===== src/rtl/switch_mcu_regfile.sv =====
// Dual-read, single-write register file with an always-on debug peek port.
// Entry 0 is hardwired to zero; reads are registered with write-first bypass.
module switch_mcu_regfile #(
  parameter int DATA_W = 32,
  parameter int ADDR_W = 5
) (
  input  logic              in_clk,
  input  logic              in_rst,
  input  logic              in_ren_1,
  input  logic [ADDR_W-1:0] in_raddr_1,
  output logic [DATA_W-1:0] out_rdata_1,
  input  logic              in_ren_2,
  input  logic [ADDR_W-1:0] in_raddr_2,
  output logic [DATA_W-1:0] out_rdata_2,
  input  logic              in_wen,
  input  logic [ADDR_W-1:0] in_waddr,
  input  logic [DATA_W-1:0] in_wdata,
  input  logic [ADDR_W-1:0] in_dbg_addr,
  output logic [DATA_W-1:0] out_dbg_data,
  output logic [15:0]       out_wr_cnt
);

  localparam int unsigned NREG = 1 << ADDR_W;

  logic [DATA_W-1:0] regs_q [NREG];
  logic [DATA_W-1:0] rdata1_q, rdata1_d;
  logic [DATA_W-1:0] rdata2_q, rdata2_d;
  logic [DATA_W-1:0] dbg_q, dbg_d;
  logic [15:0]       wr_cnt_q, wr_cnt_d;
  logic              wr_commit;

  assign wr_commit = in_wen && (in_waddr != '0);

  // Zero index masks to 0; a same-edge committed write wins over stored data.
  function automatic logic [DATA_W-1:0] read_port(input logic [ADDR_W-1:0] addr);
    if (addr == '0)
      return '0;
    else if (wr_commit && (addr == in_waddr))
      return in_wdata;
    else
      return regs_q[addr];
  endfunction

  always_comb begin
    rdata1_d = rdata1_q;
    rdata2_d = rdata2_q;
    dbg_d    = read_port(in_dbg_addr);
    wr_cnt_d = wr_cnt_q + 16'(wr_commit);
    if (in_ren_1) rdata1_d = read_port(in_raddr_1);
    if (in_ren_2) rdata2_d = read_port(in_raddr_2);
  end

  always_ff @(posedge in_clk) begin
    if (in_rst) begin
      for (int unsigned i = 0; i < NREG; i++) regs_q[i] <= '0;
      rdata1_q <= '0;
      rdata2_q <= '0;
      dbg_q    <= '0;
      wr_cnt_q <= '0;
    end else begin
      if (wr_commit) regs_q[in_waddr] <= in_wdata;
      rdata1_q <= rdata1_d;
      rdata2_q <= rdata2_d;
      dbg_q    <= dbg_d;
      wr_cnt_q <= wr_cnt_d;
    end
  end

  assign out_rdata_1  = rdata1_q;
  assign out_rdata_2  = rdata2_q;
  assign out_dbg_data = dbg_q;
  assign out_wr_cnt   = wr_cnt_q;

endmodule


===== config.mk =====
export PLATFORM = sky130hd
export DESIGN_NAME = switch_mcu_regfile
export DESIGN_NICKNAME = d
export VERILOG_FILES = /design/src/rtl/switch_mcu_regfile.sv
export SDC_FILE = /design/constraint.sdc
export NUM_CORES = 2
export LEC_CHECK = 0
export BUFFER_PORTS_ARGS = -buffer_cell sky130_fd_sc_hd__buf_4
export CAP_MARGIN = 15
export CORE_MARGIN = 2
export CORE_UTILIZATION = 60
export CTS_BUF_LIST = sky130_fd_sc_hd__clkbuf_4
export CTS_CLUSTER_DIAMETER = 80
export DETAILED_ROUTE_END_ITERATION = 7
export PLACE_DENSITY = 0.79
export SYNTH_ARGS = -nofsm -noshare
export SYNTH_HDL_FRONTEND = slang
export SYNTH_SLANG_ARGS = --single-unit

===== constraint.sdc =====
create_clock -name in_clk -period 5.15 [get_ports in_clk]
set_clock_uncertainty 0.05 [all_clocks]
set_input_delay 0.515 -clock in_clk [delete_from_list [all_inputs] [get_ports in_clk]]
set_output_delay 0.515 -clock in_clk [all_outputs]
set_load 0.01 [all_outputs]

Word level (Yosys, flattened, before mapping) --
Memory sizes are Yosys's and may differ from the RTL's. A register that Yosys moved wholly into a read port is not among the register bits. Index checks and enable logic that the tools add are counted.
Word-level totals: register bits 80, logic and storage cells 28, bits in writable memories 1024, memories kept 1, bits of input ports 57
Memories:
- regs_q | depth 32, bits a word 32, rd ports 3, clocked after Yosys merged registers in 1, wr ports 32, RTL line 25 | logic [DATA_W-1:0] regs_q [NREG];
Cells by class: muxes and demuxes 12, reductions and logical operators 9, add/subtract/negate cells 1, equal/unequal tests 2
Operators by type and width (count):
- $mux W32 | 5
- $reduce_or A32 Y1 | 1
- $add A16 B1 Y16 | 1
- $logic_not A5 Y1 | 3
- $eq A5 B5 Y1 | 2
- $mux W1 | 6
- $mux W5 | 1
- $reduce_bool A5 Y1 | 1
- $logic_and A1 B1 Y1 | 3
- $reduce_or A2 Y1 | 1

Depth between registers and ports, before layout --
depth in word-level cells 7, gate-level depth with buffers 10, depth with buffers taken out 9

Worst setup path after synthesis --
OpenSTA, ideal clock, no wires.
path kind input -> register, from input in_waddr[4], to memory regs_q[12][0] (enable), slack 0.804 ns, stages 6, required time 4.634 ns, setup time 0.466 ns, data arrival time 3.830 ns, cell sequence or3_1 buf_2 o31ai_4 or4_1 clkbuf_1 o21ai_0
RTL lines:
- from (decl) | RTL line 16 | input logic [ADDR_W-1:0] in_waddr,
- to (decl) | RTL line 25

Final worst setup path --
from input in_waddr[2], to register rdata2_q[4], in the netlist out_rdata_2[4]
On the way: longest elaborated chain between the ends 5, elaborated cells between the ends (all ways) 6, those cells by class eq/ne (1); mux (2); reduce/logical (3)
Ends and longest elaborated chain:
- $reduce_bool A5 Y1 | RTL line 32 | assign wr_commit = in_wen && (in_waddr != '0);
- $logic_and A1 B1 Y1 | RTL line 32
- $logic_and A1 B1 Y1 * | RTL line 38 | else if (wr_commit && (addr == in_waddr))
- $mux W32 * | RTL line 38
- $mux W32 * | RTL line 36 | if (addr == '0)
- to (signal assigned) | RTL line 63 | rdata2_q <= rdata2_d;
- to (decl) | RTL line 27 | logic [DATA_W-1:0] rdata2_q, rdata2_d;
Mark *: on every way between the ends. The rest lies on a longest branch, timed or not. A chain may end at the register's enable or synchronous reset.

==> results.sh <==
export IMPL_status="complete, but fails checks"
export IMPL_failed_checks="design-rule violations"
export IMPL_critical_path_top_cell_by_count="sky130_fd_sc_hd__dlygate4sd3_1"
export IMPL_grt_pass1_vias=47232
export IMPL_tightestPinTransition_ns=1.34
export IMPL_crit_reg2reg_launch="regs_q[3][23]"
export IMPL_worstSetupStartpointType="input port"
export IMPL_die_y_um=335
export IMPL_ant_nets=0
export IMPL_num_rows=121
export IMPL_timing_critical_path_fanout_max=11
export IMPL_setup_violations_final=0
export IMPL_cpPeakStageDelay_ns=0.67
export IMPL_initial_antenna_violation_count=16
export IMPL_grt_max_degree=92
export IMPL_portion_of_the_post_synthesis_area_used_by_sequential_elements_pct=50.3
export IMPL_synth_common_cells="sky130_fd_sc_hd__edfxtp_1 (1,024), sky130_fd_sc_hd__and2_1 (995), sky130_fd_sc_hd__mux4_2 (790)"
export IMPL_min_period_ns=3.31
export IMPL_drv_cap=0
export IMPL_min_delay_start="in_raddr_1[1]"
export IMPL_power_density_nw_per_um2=311
export IMPL_firstDrtPassIters=8
export IMPL_dominantRegCellSynth="sky130_fd_sc_hd__edfxtp_1"
export IMPL_power_mw=22.7
export IMPL_top_post_synthesis_cells_by_area="sky130_fd_sc_hd__edfxtp_1 (47%), sky130_fd_sc_hd__mux4_2 (27%), sky130_fd_sc_hd__and2_1 (9.5%), sky130_fd_sc_hd__dfxtp_1 (3.4%), sky130_fd_sc_hd__clkbuf_1 (2.0%)"
export IMPL_syn_instance_count=4376
export IMPL_post_place_ws_ns=1.47
export IMPL_clk_pin_slew_ns=0.07
export IMPL_grt_pass1_wl_um=328000
export IMPL_routedWlPerCell_um=36.9
export IMPL_setup_tns_ns=0
export IMPL_cp_cell_sequence="dlygate4sd3_1 > buf_4 > or3_1 > o311ai_0 > and4b_2 > a22oi_1 > dlygate4sd3_1 > nand3_1 > dlygate4sd3_1"
export IMPL_top_level_ports=169
export IMPL_hold_fails_final_rpt=0
export IMPL_cell_with_the_most_instances_after_synthesis="sky130_fd_sc_hd__edfxtp_1"
export IMPL_share_of_async_settable_or_async_resettable_flops_after_synthesis_pct=0
export IMPL_io_buffers=168
export IMPL_gr_usage_all_layers_pct=41.4
export IMPL_critical_path_endpoint_type="register"
export IMPL_path_class="in2reg"
export IMPL_final_util_pct=67.2
export IMPL_number_of_unique_standard_cell_types_used_by_synthesis=49
export IMPL_synth_seq_cells=1136
export IMPL_dp_hpwl_um=137000
export IMPL_ys_warnings_count=0
export IMPL_yosys_area_top_type="sky130_fd_sc_hd__edfxtp_1"
export IMPL_cts_sink_count=1136
export IMPL_nFillCells=7364
export IMPL_syn_cell_area_um2=65600
export IMPL_critPathBufInv=4
export IMPL_cts_max_level=5
export IMPL_clk_path_buf_depth=4
export IMPL_finalNetCount=4638
export IMPL_max_slew_margin_pct=10.3
export IMPL_clock_tree_from_tritoncts="yes"
export IMPL_start_util_pct=60.4
export IMPL_area_growth_syn_to_layout_pct=11.4
export IMPL_crit_path_start="in_waddr[2]"
export IMPL_cts_buffers=311
export IMPL_route_final_wire_length_um=230000
export IMPL_chipWidth_um=335
export IMPL_timing_hold_worst_class="in2reg"
export IMPL_drt_initial_drc_count=8765
export IMPL_synth_top_area_share_pct=46.9
export IMPL_synth_edff_count=1024
export IMPL_r2r_end="out_rdata_2[23]"
export IMPL_hold_path_cell_count=4
export IMPL_worst_ir_drop_vdd_v=0.000257
export IMPL_worst_skew_pair_late_latency_ns=1.29
export IMPL_route_detailed_vias_per_inst=7.61
export IMPL_postSynthAreaPerCell_um2=15.0
export IMPL_final_max_slew_viol_count=0
export IMPL_critPathTopFamily="buffers and inverters"
export IMPL_setup_slack_of_the_worst_register_to_register_path_ns=2.27
export IMPL_post_cts_setup_buffer_count=0
export IMPL_cp_arrival_ns=4.37
export IMPL_critPathRequiredTime_ns=6.21
export IMPL_via_count=47397
export IMPL_cts_root_buf="sky130_fd_sc_hd__clkbuf_4"
export IMPL_min_to="out_rdata_1[9]"
export IMPL_globalplace_congestion=1.01
export IMPL_grt_setup_unrepaired="no"
export IMPL_reg2regPathDepth=6
export IMPL_critPathSlowestCell="sky130_fd_sc_hd__or3_1"
export IMPL_path_depth=9
export IMPL_cellLeakagePower_nw=25.5
export IMPL_core_area_um2=109000
export IMPL_route_detailed_drc=1
export IMPL_grt_overflow_total=0
export IMPL_fin_crit_sh_pct=64.2
export IMPL_worst_slack_ns=1.84
export IMPL_die_area_um2=112000
export IMPL_post_route_cells_drive_above_1_share_pct=35.1
export IMPL_achievable_frequency_ghz=0.302
cell families (layout without fill, tap and decap cells):
kind of cell / count (synthesis) / after routing / synth area share [%]
fa+ha+maj: 2 / 2 / 0.0381
buf+inv: 531 / 915 / 3.29
flops: 1136 / 1136 / 50.3
compound gates: 464 / 464 / 5.50
xor+xnor: 30 / 30 / 0.401
mux: 889 / 889 / 28.6
other cells: 1 / 53 / 0.00572
simple gates: 1323 / 1323 / 11.8
flip-flops by register name, indices dropped and copies added, names as in the netlist:
signal        cells
out_dbg_data     32
out_wr_cnt       16
regs_q         1024
out_rdata_2      32
out_rdata_1      32
where the power goes:
| group | switching, mW | internal (mW) |
|---|---|---|
| clock network | 3.92 | 4.21 |
| registers | 0.486 | 10.6 |
| logic | 1.93 | 1.56 |
placed cells by master (no fill, tap or decap), types with 11 or more instances in the layout:
master,netlist,layout
sky130_fd_sc_hd__edfxtp_1,1024,1024
sky130_fd_sc_hd__and2_1,995,992
sky130_fd_sc_hd__mux4_2,790,790
sky130_fd_sc_hd__clkbuf_4,0,445
sky130_fd_sc_hd__buf_4,2,275
sky130_fd_sc_hd__a22oi_1,155,155
sky130_fd_sc_hd__dfxtp_1,112,112
sky130_fd_sc_hd__mux2i_1,97,97
sky130_fd_sc_hd__nand2_1,88,88
sky130_fd_sc_hd__o22ai_1,84,84
sky130_fd_sc_hd__a22o_1,82,82
sky130_fd_sc_hd__nor2_1,105,69
sky130_fd_sc_hd__clkinv_1,0,57
sky130_fd_sc_hd__dlygate4sd3_1,0,53
sky130_fd_sc_hd__nand3_1,44,42
sky130_fd_sc_hd__inv_1,37,36
sky130_fd_sc_hd__nor2_4,0,34
sky130_fd_sc_hd__nand2b_1,32,32
sky130_fd_sc_hd__conb_1,1,32
sky130_fd_sc_hd__o21ai_4,0,31
sky130_fd_sc_hd__o221ai_2,30,30
sky130_fd_sc_hd__diode_2,0,21
sky130_fd_sc_hd__a21oi_1,20,20
sky130_fd_sc_hd__nor4_1,21,19
sky130_fd_sc_hd__buf_12,0,18
sky130_fd_sc_hd__xor2_1,17,17
sky130_fd_sc_hd__a32o_1,15,15
sky130_fd_sc_hd__xnor2_1,13,13
sky130_fd_sc_hd__o21ai_0,44,13
sky130_fd_sc_hd__a2bb2oi_1,11,11
sky130_fd_sc_hd__a31oi_1,12,11
repair_timing:
item,4_1_cts,5_1_grt
hold endpoints to repair,1111,0
hold buffers,53,0
resized for setup,0,0
through the flow:
stage | hold slack [ns] | instances | cell area [µm²]
detailed placement | 0.451 | 5625 | 68700
CTS | 0.00749 | 6203 | 73000
global placement | 0.445 | 5625 | 68700
finish | 0.0666 | 6226 | 73100
global route | 0.0309 | 6214 | 73000
floorplan | 0.490 | 4407 | 65700
per-layer routing:
metal / routed length (µm) / track usage [%]
met1: 72600 / 52.8
met2: 97800 / 58.2
met3: 40300 / 16.7
met4: 18800 / 28.5
met5: 64 / 0
cell type report:
class | instances | area (µm²) | area share, %
inverters | 37 | 139 | 0.190
flip-flops and latches | 1136 | 33000 | 45.1
multi-input cells | 2740 | 31300 | 42.8
repair buffers | 353 | 3070 | 4.21
diodes | 21 | 52.6 | 0.0719
well taps | 1414 | 1770 | 2.42
clock inverters | 80 | 448 | 0.613
clock buffers | 445 | 3340 | 4.57
tightest hold or removal path, stage by stage:
cell and delay, ns:
sky130_fd_sc_hd__buf_4 0.30, sky130_fd_sc_hd__mux4_2 0.30, sky130_fd_sc_hd__inv_1 0.05, sky130_fd_sc_hd__o221ai_2 0.14
worst max-delay path by stage:
stage	to	slack, ns
global placement	regs_q[12][21]	1.50
global route	out_rdata_2[4]	1.75
finish	out_rdata_2[4]	1.84
floorplan	regs_q[12][0]	0.80
detailed placement	regs_q[12][21]	1.47
CTS	out_rdata_2[4]	1.93
Power figures use the tool's default switching activity.
